### src/rtl/booth_mul_seq_pkg.sv
// Shared datapath constants, FSM state encoding and Booth step encoding
// for the sequential multiplier and its adder.
package booth_mul_seq_pkg;

  localparam int DATA_WIDTH = 32;

  typedef enum logic [1:0] {
    IDLE = 2'd0,
    RUN  = 2'd1,
    DONE = 2'd2
  } state_t;

  typedef enum logic [1:0] {
    OP_NONE = 2'd0,
    OP_ADD  = 2'd1,
    OP_SUB  = 2'd2
  } booth_op_t;

  // Radix-2 Booth recoding of the current multiplier bit pair {Q[0], q_m1}.
  function automatic booth_op_t booth_sel(input logic q0, input logic q_m1);
    booth_op_t op;
    case ({q0, q_m1})
      2'b10:   op = OP_SUB;
      2'b01:   op = OP_ADD;
      default: op = OP_NONE;
    endcase
    return op;
  endfunction

endpackage

### src/rtl/booth_mul_seq_add_op.sv
// Ripple carry-chain adder: sum = a + b + cin, carry-out dropped.
// Purely combinational.
module add_op #(
  parameter int WIDTH = 33
) (
  input  logic [WIDTH-1:0] a,
  input  logic [WIDTH-1:0] b,
  input  logic             cin,
  output logic [WIDTH-1:0] sum
);

  always_comb begin
    logic c;
    c   = cin;
    sum = '0;
    for (int i = 0; i < WIDTH; i++) begin
      sum[i] = a[i] ^ b[i] ^ c;
      c      = (a[i] & b[i]) | (a[i] & c) | (b[i] & c);
    end
  end

endmodule

### src/rtl/booth_mul_seq.sv
// Sequential radix-2 Booth multiplier: one add/sub-and-shift step per cycle,
// signed 2*WIDTH product in hi_out/lo_out, start/busy/done handshake.
module booth_mul_seq
  import booth_mul_seq_pkg::*;
#(
  parameter int WIDTH = DATA_WIDTH
) (
  input  logic             clk,
  input  logic             clr_n,
  input  logic             start,
  input  logic [WIDTH-1:0] A_reg,
  input  logic [WIDTH-1:0] B_reg,
  output logic             busy,
  output logic             done,
  output logic [WIDTH-1:0] hi_out,
  output logic [WIDTH-1:0] lo_out
);

  localparam int CNT_W = $clog2(WIDTH);
  localparam logic [CNT_W-1:0] LAST_STEP = CNT_W'(WIDTH - 1);

  state_t           state;
  logic [WIDTH:0]   m;
  logic [WIDTH:0]   acc;
  logic [WIDTH-1:0] q;
  logic             q_m1;
  logic [CNT_W-1:0] cnt;

  booth_op_t        op;
  logic [WIDTH:0]   add_b;
  logic [WIDTH:0]   add_sum;
  logic [WIDTH:0]   sum;

  // Subtraction is ACC + ~M + 1, so the adder only ever sees M or ~M.
  always_comb begin
    op    = booth_sel(q[0], q_m1);
    add_b = (op == OP_SUB) ? ~m : m;
  end

  add_op #(
    .WIDTH (WIDTH + 1)
  ) u_add (
    .a   (acc),
    .b   (add_b),
    .cin (op == OP_SUB),
    .sum (add_sum)
  );

  always_comb begin
    sum = (op == OP_NONE) ? acc : add_sum;
  end

  always_ff @(posedge clk or negedge clr_n) begin
    if (!clr_n) begin
      state  <= IDLE;
      m      <= '0;
      acc    <= '0;
      q      <= '0;
      q_m1   <= 1'b0;
      cnt    <= '0;
      busy   <= 1'b0;
      done   <= 1'b0;
      hi_out <= '0;
      lo_out <= '0;
    end else begin
      case (state)
        IDLE, DONE: begin
          done <= 1'b0;
          if (start) begin
            m     <= {A_reg[WIDTH-1], A_reg};
            q     <= B_reg;
            acc   <= '0;
            q_m1  <= 1'b0;
            cnt   <= '0;
            busy  <= 1'b1;
            state <= RUN;
          end else begin
            state <= IDLE;
          end
        end

        RUN: begin
          acc  <= {sum[WIDTH], sum[WIDTH:1]};
          q    <= {sum[0], q[WIDTH-1:1]};
          q_m1 <= q[0];
          cnt  <= cnt + 1'b1;
          if (cnt == LAST_STEP) begin
            // Post-shift {ACC[W-1:0], Q} is exactly {sum[W:0], Q[W-1:1]}.
            {hi_out, lo_out} <= {sum[WIDTH:0], q[WIDTH-1:1]};
            busy  <= 1'b0;
            done  <= 1'b1;
            state <= DONE;
          end
        end

        default: begin
          busy  <= 1'b0;
          done  <= 1'b0;
          state <= IDLE;
        end
      endcase
    end
  end

endmodule

### config.mk
export PLATFORM = sky130hd
export DESIGN_NAME = booth_mul_seq
export DESIGN_NICKNAME = d
export VERILOG_FILES = /design/src/rtl/booth_mul_seq_pkg.sv /design/src/rtl/booth_mul_seq_add_op.sv /design/src/rtl/booth_mul_seq.sv
export SDC_FILE = /design/constraint.sdc
export NUM_CORES = 1
export LEC_CHECK = 0
export CORE_AREA = 2 2 122 124
export DETAILED_ROUTE_END_ITERATION = 10
export DIE_AREA = 0 0 124 126
export MAX_ROUTING_LAYER = met4
export PLACE_DENSITY = 0.84
export SLEW_MARGIN = 10
export SYNTH_ARGS = -nofsm -noshare
export SYNTH_HDL_FRONTEND = slang
export SYNTH_SLANG_ARGS = --single-unit
### constraint.sdc
create_clock -name clk -period 37.7 [get_ports clk]
set_input_delay 9.425 -clock clk [delete_from_list [all_inputs] [get_ports clk]]
set_output_delay 9.425 -clock clk [all_outputs]
set_load 0.005 [all_outputs]
== Word-level counts from Yosys, hierarchy flattened ==
Cells that the tools add are included.
W data, S select, Z words.
Storage, ports and cells
  memory bits (read-only): 0
  logic and storage cells: 273
  output and inout port bits: 66
  register bits: 171
  latch bits: 0
  memories kept: 0
  bits of input ports: 67
  memory bits (writable): 0
Operators by class
  divide/modulo/power cells: 0
  $mul: 0
  bitwise operators: 227
  shift-type cells: 0
  reduce and logical (&&, ||, !) cells: 8
  equal/unequal tests: 8
  add/sub/neg operators: 1
  order comparisons: 0
  muxes and demuxes: 19
Operator list (count)
  $mux W33: 3
  $and A1 B1 Y1: 96
  $pmux W33 S2: 1
  $xor A1 B1 Y1: 66
  $or A1 B1 Y1: 64
  $pmux W32 S2: 1
  $not A33 Y33: 1
  $mux W32: 1
  $pmux W5 S2: 1
  $pmux W2 S2: 2
  $reduce_and A2 Y1: 4
  $eq A2 B2 Y1 const B: 3
  $mux W1: 6
  $add A5 B1 Y5 const B: 1
  $eq A5 B5 Y1 const B: 1
  $mux W5: 1
  $eq A2 B1 Y1 const B: 2
  $logic_not A2 Y1: 2
  $ne A2 B2 Y1 const B: 2
  $pmux W1 S2: 2
  $mux W2: 1
  $reduce_bool A2 Y1: 1
  $reduce_or A2 Y1: 1

== Depth between registers and ports, before layout ==
Gate-level depths: netlist of the first run.
  depth after elaboration: 103
  depth in mapped cells: 42
  gate-level depth less buffers: 40

== Hierarchy ==
Synthesis of the first run repeated with hierarchy kept, for this count alone.
Unflattened totals
  cells, all modules: 669
  area, all modules: 7761.2 µm²
By module, submodules not included
  booth_mul_seq: area each 7078.0 µm², times used 1, cells an instance 631, seq. area each 4229.1 µm²
  add_op: area each 683.2 µm², times used 1, cells an instance 38, seq. area each 0.0 µm²

== Worst setup path after synthesis of the first run ==
No wires, ideal clock.
  path kind: register to register
  start point: reg q_m1
  end point: reg hi_out[30]
  library setup time: 0.083 ns
  period minus slack after synthesis: 14.156 ns
  arrival: 14.074 ns
  required time: 37.617 ns
  slack: 23.544 ns
  stages on the path, launching flop included: 42
  buffers on the path: 2
  path through: dfrtp_1 -> inv_1 -> ha_1 -> clkbuf_1 -> buf_2 -> xor2_1 -> fa_1 -> fa_1 -> fa_1 -> fa_1 -> fa_1 -> fa_1 -> fa_1 -> fa_1 -> fa_1 -> fa_1 -> fa_1 -> fa_1 -> (+6 left out) -> fa_1 -> fa_1 -> fa_1 -> fa_1 -> fa_1 -> fa_1 -> inv_1 -> fa_1 -> inv_1 -> fa_1 -> fa_1 -> fa_1 -> fa_1 -> fa_1 -> inv_1 -> fa_1 -> mux2_2 -> o21ai_0
Between the ends
  word-level cells in the longest chain between the ends: 99
  elaborated cells on any way between the ends: 164
  classes of those cells: eq/ne (3); mux (3); bitwise (157); reduce/logical (1)
RTL lines
  start, declared: line booth_mul_seq.sv:26  | logic q_m1;
  start signal, assigned: line booth_mul_seq.sv:85  | q_m1 <= q[0];
  $eq A2 B1 Y1 or $eq A2 B2 Y1 (tied branches): line booth_mul_seq_pkg.sv:22  | case ({q0, q_m1})
  $pmux W2 S2 (*): line booth_mul_seq_pkg.sv:22
  $eq A2 B2 Y1: line booth_mul_seq.sv:37, booth_mul_seq.sv:45
  $mux W33: line booth_mul_seq.sv:37  | add_b = (op == OP_SUB) ? ~m : m;
  $and A1 B1 Y1: line booth_mul_seq_add_op.sv:18  | c = (a[i] & b[i]) | (a[i] & c) | (b[i] & c);
  $or A1 B1 Y1 (2 in series): line booth_mul_seq_add_op.sv:18
  $and A1 B1 Y1: line booth_mul_seq_add_op.sv:18
  $or A1 B1 Y1 (2 in series): line booth_mul_seq_add_op.sv:18
  (+78 left out)
  $and A1 B1 Y1: line booth_mul_seq_add_op.sv:18
  $or A1 B1 Y1 (2 in series): line booth_mul_seq_add_op.sv:18
  $and A1 B1 Y1: line booth_mul_seq_add_op.sv:18
  $or A1 B1 Y1 (2 in series): line booth_mul_seq_add_op.sv:18
  $and A1 B1 Y1: line booth_mul_seq_add_op.sv:18
  $or A1 B1 Y1 (2 in series): line booth_mul_seq_add_op.sv:18
  $xor A1 B1 Y1: line booth_mul_seq_add_op.sv:17  | sum[i] = a[i] ^ b[i] ^ c;
  $mux W33 (*): line booth_mul_seq.sv:50  | sum = (op == OP_NONE) ? acc : add_sum;
  end signal, assigned: line booth_mul_seq.sv:89  | {hi_out, lo_out} <= {sum[WIDTH:0], q[WIDTH-1:1]};
  end, declared: line booth_mul_seq.sv:15  | output logic [WIDTH-1:0] hi_out,
Every way passes the cells marked *; elsewhere a longest branch is shown, timed or not.
A chain may end at the register's enable or synchronous reset.

== Worst setup path after layout of the first run ==
Same ends and word-level chain as after synthesis.

==> results of run 1 <==
## sequential cells by signal, indices dropped and copies added (netlist names)
register,flops
state,2
busy,1
q,32
q_m1,1
lo_out,32
cnt,5
m,32
acc,32
hi_out,32
## cells in the mapped netlist
cell	instances	area share, %
a21oi_1	1	0.064
a22o_1	3	0.34
a22oi_1	31	3.0
and2b_1	1	0.097
and3_1	1	0.081
buf_2	32	2.1
buf_4	4	0.39
clkbuf_1	12	0.58
dfrtp_1	169	55
fa_1	32	8.3
ha_1	3	0.48
inv_1	8	0.39
mux2_1	5	0.73
mux2_2	30	4.4
mux2i_1	32	4.1
nand2_1	165	8.0
nand2b_1	2	0.16
nand3_1	33	2.1
nand3b_2	1	0.15
nand4_1	1	0.081
nor2_1	2	0.097
nor2_2	1	0.081
nor2b_1	2	0.16
nor2b_2	1	0.11
o211ai_1	1	0.097
o21ai_0	37	2.4
o2bb2ai_1	31	3.5
xnor2_1	2	0.23
xor2_1	30	3.4
## worst min-delay path, stage by stage (launching register included)
cell and delay, ns:
dfrtp_1 0.34, nand2_1 0.05, o21ai_0 0.06
## kinds of logic (layout without fill, tap and decap cells)
| family | after synthesis | in the layout |
|---|---|---|
| mux | 67 | 67 |
| buf+inv | 56 | 177 |
| compound gates | 104 | 104 |
| xor+xnor | 32 | 32 |
| fa+ha+maj | 35 | 35 |
| simple gates | 210 | 210 |
| flops | 169 | 169 |
| other cells | 0 | 1 |
## placed cells by master, fill, tap and decap left out, types with 2 or more instances in the layout
| cell type | Yosys | routed |
|---|---|---|
| dfrtp_1 | 169 | 169 |
| nand2_1 | 165 | 165 |
| clkdlybuf4s50_1 | 0 | 131 |
| o21ai_0 | 37 | 37 |
| nand3_1 | 33 | 33 |
| mux2i_1 | 32 | 32 |
| fa_1 | 32 | 32 |
| a22oi_1 | 31 | 31 |
| o2bb2ai_1 | 31 | 31 |
| xor2_1 | 30 | 30 |
| mux2_2 | 30 | 30 |
| clkbuf_16 | 0 | 17 |
| inv_1 | 8 | 8 |
| buf_4 | 4 | 6 |
| mux2_1 | 5 | 5 |
| clkbuf_1 | 12 | 4 |
| bufinv_16 | 0 | 4 |
| clkinv_2 | 0 | 4 |
| a22o_1 | 3 | 3 |
| nand2b_2 | 0 | 2 |
| nor2b_1 | 2 | 2 |
| xnor2_1 | 2 | 2 |
| nor2_1 | 2 | 2 |
| ha_1 | 3 | 2 |
## cell type report
class	instances	area (µm²)
diodes	1	2.50
clock buffers	22	454
fillers	1007	4570
multi-input cells	448	3290
flip-flops and latches	169	4230
inverters	8	30.0
clock inverters	9	148
repair buffers	138	1370
well taps	184	230
## per-stage QoR
| step | hold slack (ns) | instances |
|---|---|---|
| 3_5_place_dp | 0.474 | 947 |
| 6_report | 0.484 | 979 |
| 5_1_grt | 0.505 | 979 |
| 3_3_place_gp | 0.453 | 947 |
| 2_1_floorplan | 0.437 | 673 |
| 4_1_cts | 0.488 | 978 |
## power by group
group / internal [µW] / leakage, µW / switching, µW
combinational: 243 / 0.00219 / 238
sequential: 276 / 0.00203 / 71.3
clock: 112 / 0.000294 / 68.0
## metal layers
layer | vias to the layer above | share of wire (%) | global-route usage, %
met4 | 0 | 1.4 | 6.35
met1 | 2708 | 44 | 32.2
met5 | - | 0 | -
met2 | 178 | 48 | 37.0
met3 | 20 | 6.5 | 6.66
li1 | 2494 | - | -
## worst min path at each step
| stage | slack, ns | to | cells after the start | from |
|---|---|---|---|---|
| after floorplan | 0.44 | cnt[3]$_DFFE_PN0P_ | 1 | cnt[3]$_DFFE_PN0P_ |
| after global placement | 0.45 | cnt[3]$_DFFE_PN0P_ | 1 | cnt[3]$_DFFE_PN0P_ |
| after detailed placement | 0.47 | hi_out[9]$_DFFE_PN0P_ | 2 | hi_out[9]$_DFFE_PN0P_ |
| after CTS | 0.49 | hi_out[9]$_DFFE_PN0P_ | 2 | hi_out[9]$_DFFE_PN0P_ |
| after global routing | 0.51 | hi_out[19]$_DFFE_PN0P_ | 2 | hi_out[19]$_DFFE_PN0P_ |
| final | 0.48 | hi_out[9]$_DFFE_PN0P_ | 2 | hi_out[9]$_DFFE_PN0P_ |
==> impl_results.md, run 1 <==
- Achievable Freq: 66.0 MHz
- Die ar.: 15,600 µm²
- Post-layout util: 68.1%
- Placed Area: 9140 µm²
- Initial Util: 54.2%
- R2R Path End: hi_out[30]$_DFFE_PN0P_
- Stages on worst setup path: 39
- Xor-xnor portion of the synthesized cell area: 3.61%
- Clk Latency, worst-skew pair: 0.42 ns
- Slew @ Worst Pin: 1.11 ns
- # Post-CTS Setup Buffers: 0
- Resized Gates After CTS: 0
- Max VDD drop: 0.0478 mV
- R2R Setup Slk: 22.54 ns
- Setup violators final: 0
- Synth warnings: 0
- Worst Path Arrival: 15.48 ns
- PnR worst setup slack: 22.54 ns
- CTS Buf Count: 17
- Core ar.: 14,300 µm²
- Worst slew margin: 25.9%
- Crit. Startpoint: q_m1$_DFFE_PN0P_
- Vias in the first global route: 5,527
- NumNets Final: 884
- Gate Count Post-Synth: 673
- Via count: 5,400
- Max cap viols: 0
- DRT Wirelength: 16,900 µm
- Net Count, Synth: 775
- Port bufs: 132
- Reg2reg start: q_m1$_DFFE_PN0P_
- Final hold vios: 0
- Main combinational cell family by area after synthesis: simple AND/OR/NAND/NOR gates
- CTS tree: done
- Setup Skew: 0.00891 ns
- WP data required: 38.02 ns
- Max FO, Critical Path: 32
- CP max stage delay: 0.81 ns
- First-pass GRT wire length: 28,200 µm
- Post-synth cell types: 29
- Fin crit share: 40.2%
- H-tree Lvls: 4
- Worst r2r path cells: 39
- Initial antenna violation count: 1
- Power per cell area: 103 nW/µm²
- Crit start category: flop
- Largest net degree at the start of global routing: 99
- Die height: 126 µm
- Final min period: 15.16 ns
- DRT iter0 DRCs: 354
- WL/cell: 17.3 µm
- Gr ovfl total: 0
- Fin. max-slew vios: 0
- RePlAce Congestion: 0.826
- Routed Antenna Nets: 0
- Post-synthesis mux area share: 9.21%
- CP max stage cell: ha_2
- Total GRT Usage: 24.2%
- Hold buffers post-CTS: 0
- Area Growth Syn to Fin: 25.6%
- CP top delay family: adder cells
- Final instance area: 9750 µm²
- Boundary pin count: 133
- TritonRoute pass-1 iters: 5
- Hold Crit Class: flop to flop
- CTS Root Buffer Type: clkbuf_16
- Post-synthesis simple-gate area fraction: 11.1%
- Total Power: 1010 µW
- Most frequent CP cell: fa_1
- Post-synthesis cell area: 7760 µm²
- Layout cell share with drive strength beyond 1: 8.82%
- DRC viols: 0
- Syn_area_per_cell: 11.5 µm²
- Vias per cell: 5.52
- Clk buf depth: 2
- Clk pin slew, worst setup/hold paths: 0.06 ns
- Worst setup path category: flop to flop
- RSZ-0062 raised after global routing: no
- Synthesis-stage register bit count: 169
- Seq/Total Area, Yosys: 54.5%
- Status: complete, no violations
- Compound-cell area share of the yosys netlist: 9.39%
- Leakage power: 0.00451 µW
- Chip Width: 124 µm
- # clock sinks: 169
- FP Rows: 44
- Adder-cell share of the synthesized area: 8.74%
- Crit path to: hi_out[30]$_DFFE_PN0P_
- Fin Setup TNS: 0 ns
- Pre-CTS setup slack: 22.54 ns
- Critical path capture point type: flop
- Buffers & Inverters on Critical Path: 4
- Final HPWL DP: 11,000 µm
(Power assumes the default switching activity.)
==> run 2: changes to the inputs <==
--- a/config.mk
+++ b/config.mk
@@ -5,11 +5,11 @@
 export SDC_FILE = /design/constraint.sdc
 export NUM_CORES = 1
 export LEC_CHECK = 0
-export CORE_AREA = 2 2 122 124
+export CORE_AREA = 2 2 124 126
 export DETAILED_ROUTE_END_ITERATION = 10
-export DIE_AREA = 0 0 124 126
+export DIE_AREA = 0 0 126 128
 export MAX_ROUTING_LAYER = met4
-export PLACE_DENSITY = 0.84
+export PLACE_DENSITY = 0.81
 export SLEW_MARGIN = 10
 export SYNTH_ARGS = -nofsm -noshare
 export SYNTH_HDL_FRONTEND = slang
==> constraint.sdc (replaced) <==
create_clock -name clk -period 15.6 [get_ports clk]
set_input_delay 3.9 -clock clk [delete_from_list [all_inputs] [get_ports clk]]
set_output_delay 3.9 -clock clk [all_outputs]
set_load 0.005 [all_outputs]
==> run 2 against run 1 <==
Clock skew is essentially flat. Final cell count up 0.72%. Sequential power is 140% higher. Register-to-register slack worse by 22 ns. Core utilization down 2.0 points. Global-route usage down 1.4 points. Via count down 0.44%. Count of clock-buffer cells in the layout shrank 2. Largest cell class unchanged.
==> impl_results.md, run 2 (synthesized netlist as in run 1, its figures left out) <==
- RePlAce Congestion: 0.826
- Hold Crit Class: flop to flop
- Reg2reg start: q[0]$_DFFE_PN0P_
- Routed Antenna Nets: 0
- Gr ovfl total: 0
- Worst r2r path cells: 38
- CTS tree: done
- Die ar.: 16,100 µm²
- Final HPWL DP: 10,900 µm
- Final instance area: 9830 µm²
- WL/cell: 17.1 µm
- RSZ-0062 raised after global routing: no
- Worst slew margin: 26.4%
- CP max stage delay: 0.45 ns
- Worst setup path category: flop to flop
- FP Rows: 45
- Largest net degree at the start of global routing: 99
- Power per cell area: 252 nW/µm²
- CP max stage cell: fa_1
- Achievable Freq: 67.6 MHz
- Slew @ Worst Pin: 1.10 ns
- Worst Path Arrival: 15.12 ns
- Clock power share: 19.1%
- Sw power: 913 µW
- Most frequent CP cell: fa_1
- Boundary pin count: 133
- Initial antenna violation count: 2
- Port bufs: 132
- Status: complete, no violations
- Max FO, Critical Path: 19
- Most frequent cells in the layout: dfrtp_1 (169), nand2_1 (165), clkdlybuf4s50_1 (131)
- Chip Width: 126 µm
- Seq pwr share: 34.0%
- Initial Util: 52.2%
- Fin. max-slew vios: 0
- Final hold vios: 0
- NumNets Final: 885
- Setup violators final: 0
- DRC viols: 0
- Final min period: 14.79 ns
- CTS Buf Count: 17
- Resized Gates After CTS: 0
- Clk pin slew, worst setup/hold paths: 0.06 ns
- Critical path capture point type: flop
- R2R Setup Slk: 0.81 ns
- TritonRoute pass-1 iters: 5
- DRT Wirelength: 16,900 µm
- Setup Skew: 0.00868 ns
- Commonest non-fill, non-tap cell in the layout: dfrtp_1
- # clock sinks: 169
- WP data required: 15.94 ns
- Fin Setup TNS: 0 ns
- Crit. Startpoint: q[0]$_DFFE_PN0P_
- Vias per cell: 5.45
- CTS Root Buffer Type: clkbuf_16
- Area Growth Syn to Fin: 26.7%
- Total GRT Usage: 22.8%
- Clk buf depth: 2
- R2R Path End: acc[30]$_DFFE_PN0P_
- Max VDD drop: 0.114 mV
- Max cap viols: 0
- H-tree Lvls: 4
- Die height: 128 µm
- Net Sw Frac: 36.9%
- CP top delay family: adder cells
- Layout cell share with drive strength beyond 1: 9.30%
- Clk Latency, worst-skew pair: 0.43 ns
- Vias in the first global route: 5,569
- Crit start category: flop
- Hold buffers post-CTS: 0
- Leakage power: 0.00455 µW
- Via count: 5,376
- DRT iter0 DRCs: 325
- Internal power: 1560 µW
- Core ar.: 14,900 µm²
- Combinational share of power: 46.9%
- # Post-CTS Setup Buffers: 0
- First-pass GRT wire length: 28,200 µm
- Worst Hold Slack: 0.485 ns
- Stages on worst setup path: 38
- Fin crit share: 94.8%
- Placed Area: 9160 µm²
- Buffers & Inverters on Critical Path: 3
- Crit path to: acc[30]$_DFFE_PN0P_
run 2: cell count changes in the layout (fill, tap and decap cells not counted), sizes merged:
cell	delta
buf	+1
bufinv	+2
clkbuf	-2
diode	+1
inv	+1
run 2: power groups by stage:
stage                     clock network [µW]  registers (µW)  logic [µW]
after global routing                     502             869        1320
after CTS                                482             839        1180
after global placement                     0             828        1100
after floorplan                            0             806         781
after detailed placement                   0             841        1170
final                                    473             840        1160
run 2: final cells by class:
cell class                      count  area (µm²)
Fill cell                        1099        5040
Sequential cell                   169        4230
Multi-Input combinational cell    448        3290
Timing Repair Buffer              139        1380
Clock buffer                       20         447
Tap cell                          188         235
Clock inverter                     12         220
Inverter                            8        30.0
Antenna cell                        2        5.00
run 2: through the flow:
step                std cells  util, %  total power [µW]  setup WS [ns]
floorplan                 673        -              1590           1.44
global placement          952     61.6              1930          0.982
detailed placement        952     61.6              2010          0.839
CTS                       984     66.1              2500          0.697
global route              986     66.1              2690          0.325
finish                    986     66.1              2470          0.814
run 2: metal layers:
layer	vias to the layer above	wire length [µm]	GRT usage, %
met2	160	7660	33.4
met5	-	0	-
met4	0	323	8.14
met1	2693	7900	31.1
met3	23	969	6.01
li1	2500	-	-
run 2: worst reg2reg max path: cells and delay by family, from the launching register on:
kind                     cells  cell delay (ns)
buffers and inverters        3             0.25
multiplexers                 2             0.63
AO/OA/AOI/OAI                1             0.16
adder cells (fa/ha/maj)     32            13.24
flip-flops                   1             0.41
run 2: worst min path at each step:
stage                                       from                endpoint  depth (start not counted)
after CTS                  hi_out[9]$_DFFE_PN0P_   hi_out[9]$_DFFE_PN0P_                          2
after global routing      lo_out[31]$_DFFE_PN0P_  lo_out[31]$_DFFE_PN0P_                          2
after floorplan               cnt[3]$_DFFE_PN0P_      cnt[3]$_DFFE_PN0P_                          1
after global placement        cnt[3]$_DFFE_PN0P_      cnt[3]$_DFFE_PN0P_                          1
final                     hi_out[12]$_DFFE_PN0P_  hi_out[12]$_DFFE_PN0P_                          2
after detailed placement  hi_out[17]$_DFFE_PN0P_  hi_out[17]$_DFFE_PN0P_                          2
==> run 3: changes to the inputs <==
--- a/config.mk
+++ b/config.mk
@@ -5,11 +5,13 @@
 export SDC_FILE = /design/constraint.sdc
 export NUM_CORES = 1
 export LEC_CHECK = 0
-export CORE_AREA = 2 2 124 126
+export ABC_AREA = 1
+export CORE_AREA = 2 2 125 127
 export DETAILED_ROUTE_END_ITERATION = 10
-export DIE_AREA = 0 0 126 128
+export DIE_AREA = 0 0 127 129
 export MAX_ROUTING_LAYER = met4
-export PLACE_DENSITY = 0.81
+export PLACE_DENSITY = 0.82
+export SKIP_LAST_GASP = 1
 export SLEW_MARGIN = 10
 export SYNTH_ARGS = -nofsm -noshare
 export SYNTH_HDL_FRONTEND = slang
==> run 3 against run 2 <==
Largest power group unchanged. Critical path type unchanged. Sequential share of layout area is 0.30 points lower. Final area is 0.70% higher. Power down 1.3%. Setup slack better by 0.22 ns. Largest cell class unchanged.
==> impl_results.md, run 3 <==
- Status: complete, no violations
- Setup Skew: 0.0102 ns
- Crit start category: flop
- Clk Latency, worst-skew pair: 0.43 ns
- Port bufs: 132
- Fin Setup TNS: 0 ns
- Largest net degree at the start of global routing: 66
- Gr ovfl total: 0
- Final hold vios: 0
- CTS tree: done
- Post-synth cell types: 21
- Dominant cell by count in the synthesized netlist: nand2_1
- Chip Width: 127 µm
- Max cap viols: 0
- RSZ-0062 raised after global routing: no
- Most frequent CP cell: fa_1
- DRC viols: 0
- Synthesis-stage register bit count: 169
- Vias in the first global route: 6,065
- Worst setup path category: flop to flop
- Initial Util: 53.3%
- Setup violators final: 0
- Die ar.: 16,400 µm²
- Clk pin slew, worst setup/hold paths: 0.06 ns
- Die height: 129 µm
- Final HPWL DP: 11,300 µm
- Post-synthesis mux area share: 0%
- Fin. max-slew vios: 0
- Hold Crit Class: flop to flop
- Worst slew margin: 22.7%
- Synth Flop Type: dfrtp_1
- Synth async-reset ratio: 100%
- WP data required: 15.94 ns
- DRT iter0 DRCs: 446
- Main combinational cell family by area after synthesis: simple AND/OR/NAND/NOR gates
- Area share of the largest cell type after synthesis: 52.9%
- Resized Gates After CTS: 0
- CTS Buf Count: 17
- Total Power: 2440 µW
- Combinational share of power: 49.1%
- Vias per cell: 5.00
- Achievable Freq: 68.7 MHz
- Clk buf depth: 2
- Post-synthesis simple-gate area fraction: 24.6%
- Routed Antenna Nets: 0
- Seq/Total Area, Yosys: 52.9%
- Power per cell area: 246 nW/µm²
- CTS Root Buffer Type: clkbuf_16
- Core ar.: 15,000 µm²
- Synth warnings: 0
- RePlAce Congestion: 0.836
- Layout cell share with drive strength beyond 1: 4.75%
- Fillers: 1,210
- Sw power: 1000 µW
- Max VDD drop: 0.118 mV
- Internal power: 1440 µW
- Leakage power: 0.00487 µW
- CP max stage cell: fa_1
- Post-synth EDFFs: 0
- Worst Path Arrival: 14.90 ns
- Yosys top cell by area: dfrtp_1
- # Post-CTS Setup Buffers: 0
- Gate Count Post-Synth: 908
- Initial antenna violation count: 0
- H-tree Lvls: 4
- Adder-cell share of the synthesized area: 8.49%
- Synth top area cells: dfrtp_1 (53%), nand2_1 (22%), fa_1 (8.0%), xor2_1 (3.2%), o21ai_0 (2.5%)
- Max FO, Critical Path: 9
- Final min period: 14.56 ns
- WL/cell: 14.3 µm
- First-pass GRT wire length: 29,700 µm
- Net Sw Frac: 41.0%
- # clock sinks: 169
- FP Rows: 45
- Most frequent cells in the layout: nand2_1 (463), dfrtp_1 (169), clkdlybuf4s50_1 (131)
- Net Count, Synth: 1,010
- Xor-xnor portion of the synthesized cell area: 3.40%
- Syn_area_per_cell: 8.80 µm²
- DRT Wirelength: 17,500 µm
- CP max stage delay: 0.45 ns
- Clock power share: 17.6%
- Via count: 6,092
- Total GRT Usage: 23.7%
- Fin crit share: 93.3%
- Area Growth Syn to Fin: 23.9%
- NumNets Final: 1,120
- TritonRoute pass-1 iters: 5
- Hold buffers post-CTS: 0
- Compound-cell area share of the yosys netlist: 4.51%
- Post-synthesis cell area: 7990 µm²
- Seq pwr share: 33.3%
- Slew @ Worst Pin: 1.16 ns
- Most frequent cells after synthesis: nand2_1 (463), dfrtp_1 (169), inv_1 (43)
- Critical path capture point type: flop
- Boundary pin count: 133
- Diode count: 0
- Commonest non-fill, non-tap cell in the layout: nand2_1
-- run 3: path summary, 6_finish.rpt --
check	from	endpoint	cells past startpoint	slack, ns
min	hi_out[5]$_DFFE_PN0P_	hi_out[5]$_DFFE_PN0P_	2	0.47
max reg2reg	q[0]$_DFFE_PN0P_	acc[30]$_DFFE_PN0P_	40	1.04
max in group asynchronous	clr_n	acc[29]$_DFFE_PN0P_	3	10.32
min reg2reg	hi_out[5]$_DFFE_PN0P_	hi_out[5]$_DFFE_PN0P_	2	0.47
min in group asynchronous	clr_n	hi_out[18]$_DFFE_PN0P_	1	3.39
max	q[0]$_DFFE_PN0P_	acc[30]$_DFFE_PN0P_	40	1.04
-- run 3: cells by family (layout without fill, tap and decap cells) --
kind of cell | count (synthesis) | after routing
and+or+nand+nor | 506 | 506
adders and majority gates | 35 | 35
xor gates and xnor gates | 31 | 31
AOI/OAI and AO/OA | 72 | 72
buffers and inverters | 95 | 218
DFF | 169 | 169
-- run 3: critical path, delay by kind of cell, from the launching register on --
kind | cells | cell delay, ns
AO/OA/AOI/OAI | 3 | 0.40
adder cells (fa/ha/maj) | 32 | 13.26
buffers and inverters | 3 | 0.25
flip-flops | 1 | 0.40
AND/OR/NAND/NOR | 2 | 0.18
-- run 3: metrics by stage --
stage	worst slack, ns	hold slack [ns]	instances	cell area, µm²	util (%)
2_1_floorplan	1.49	0.448	908	7990	-
3_5_place_dp	1.04	0.457	1187	9290	62.0
6_report	1.04	0.468	1219	9900	66.1
3_3_place_gp	1.39	0.453	1187	9290	62.0
4_1_cts	0.958	0.474	1219	9900	66.1
5_1_grt	0.430	0.492	1219	9900	66.1
-- run 3: cell type report --
type,instances,area (µm²),share of cell area (%)
Clock buffer,20,467,4.72
Clock inverter,12,143,1.44
Inverter,49,184,1.86
Multi-Input combinational cell,644,3280,33.1
Sequential cell,169,4230,42.7
Tap cell,188,235,2.38
Timing Repair Buffer,137,1360,13.7
-- run 3: power groups by stage --
stage	Sequential (µW)	Combinational (µW)	Clock [µW]
floorplan	794	835	0
global placement	812	1130	0
detailed placement	815	1190	0
CTS	813	1210	435
global route	841	1390	456
finish	813	1200	429
-- run 3: metal layers --
metal | wire length [µm] | vias to the layer above | GRT usage [%]
li1 | - | 3005 | -
met1 | 7690 | 2921 | 30.7
met4 | 355 | 0 | 8.99
met2 | 8800 | 138 | 38.4
met5 | 0 | - | -
met3 | 634 | 28 | 3.58
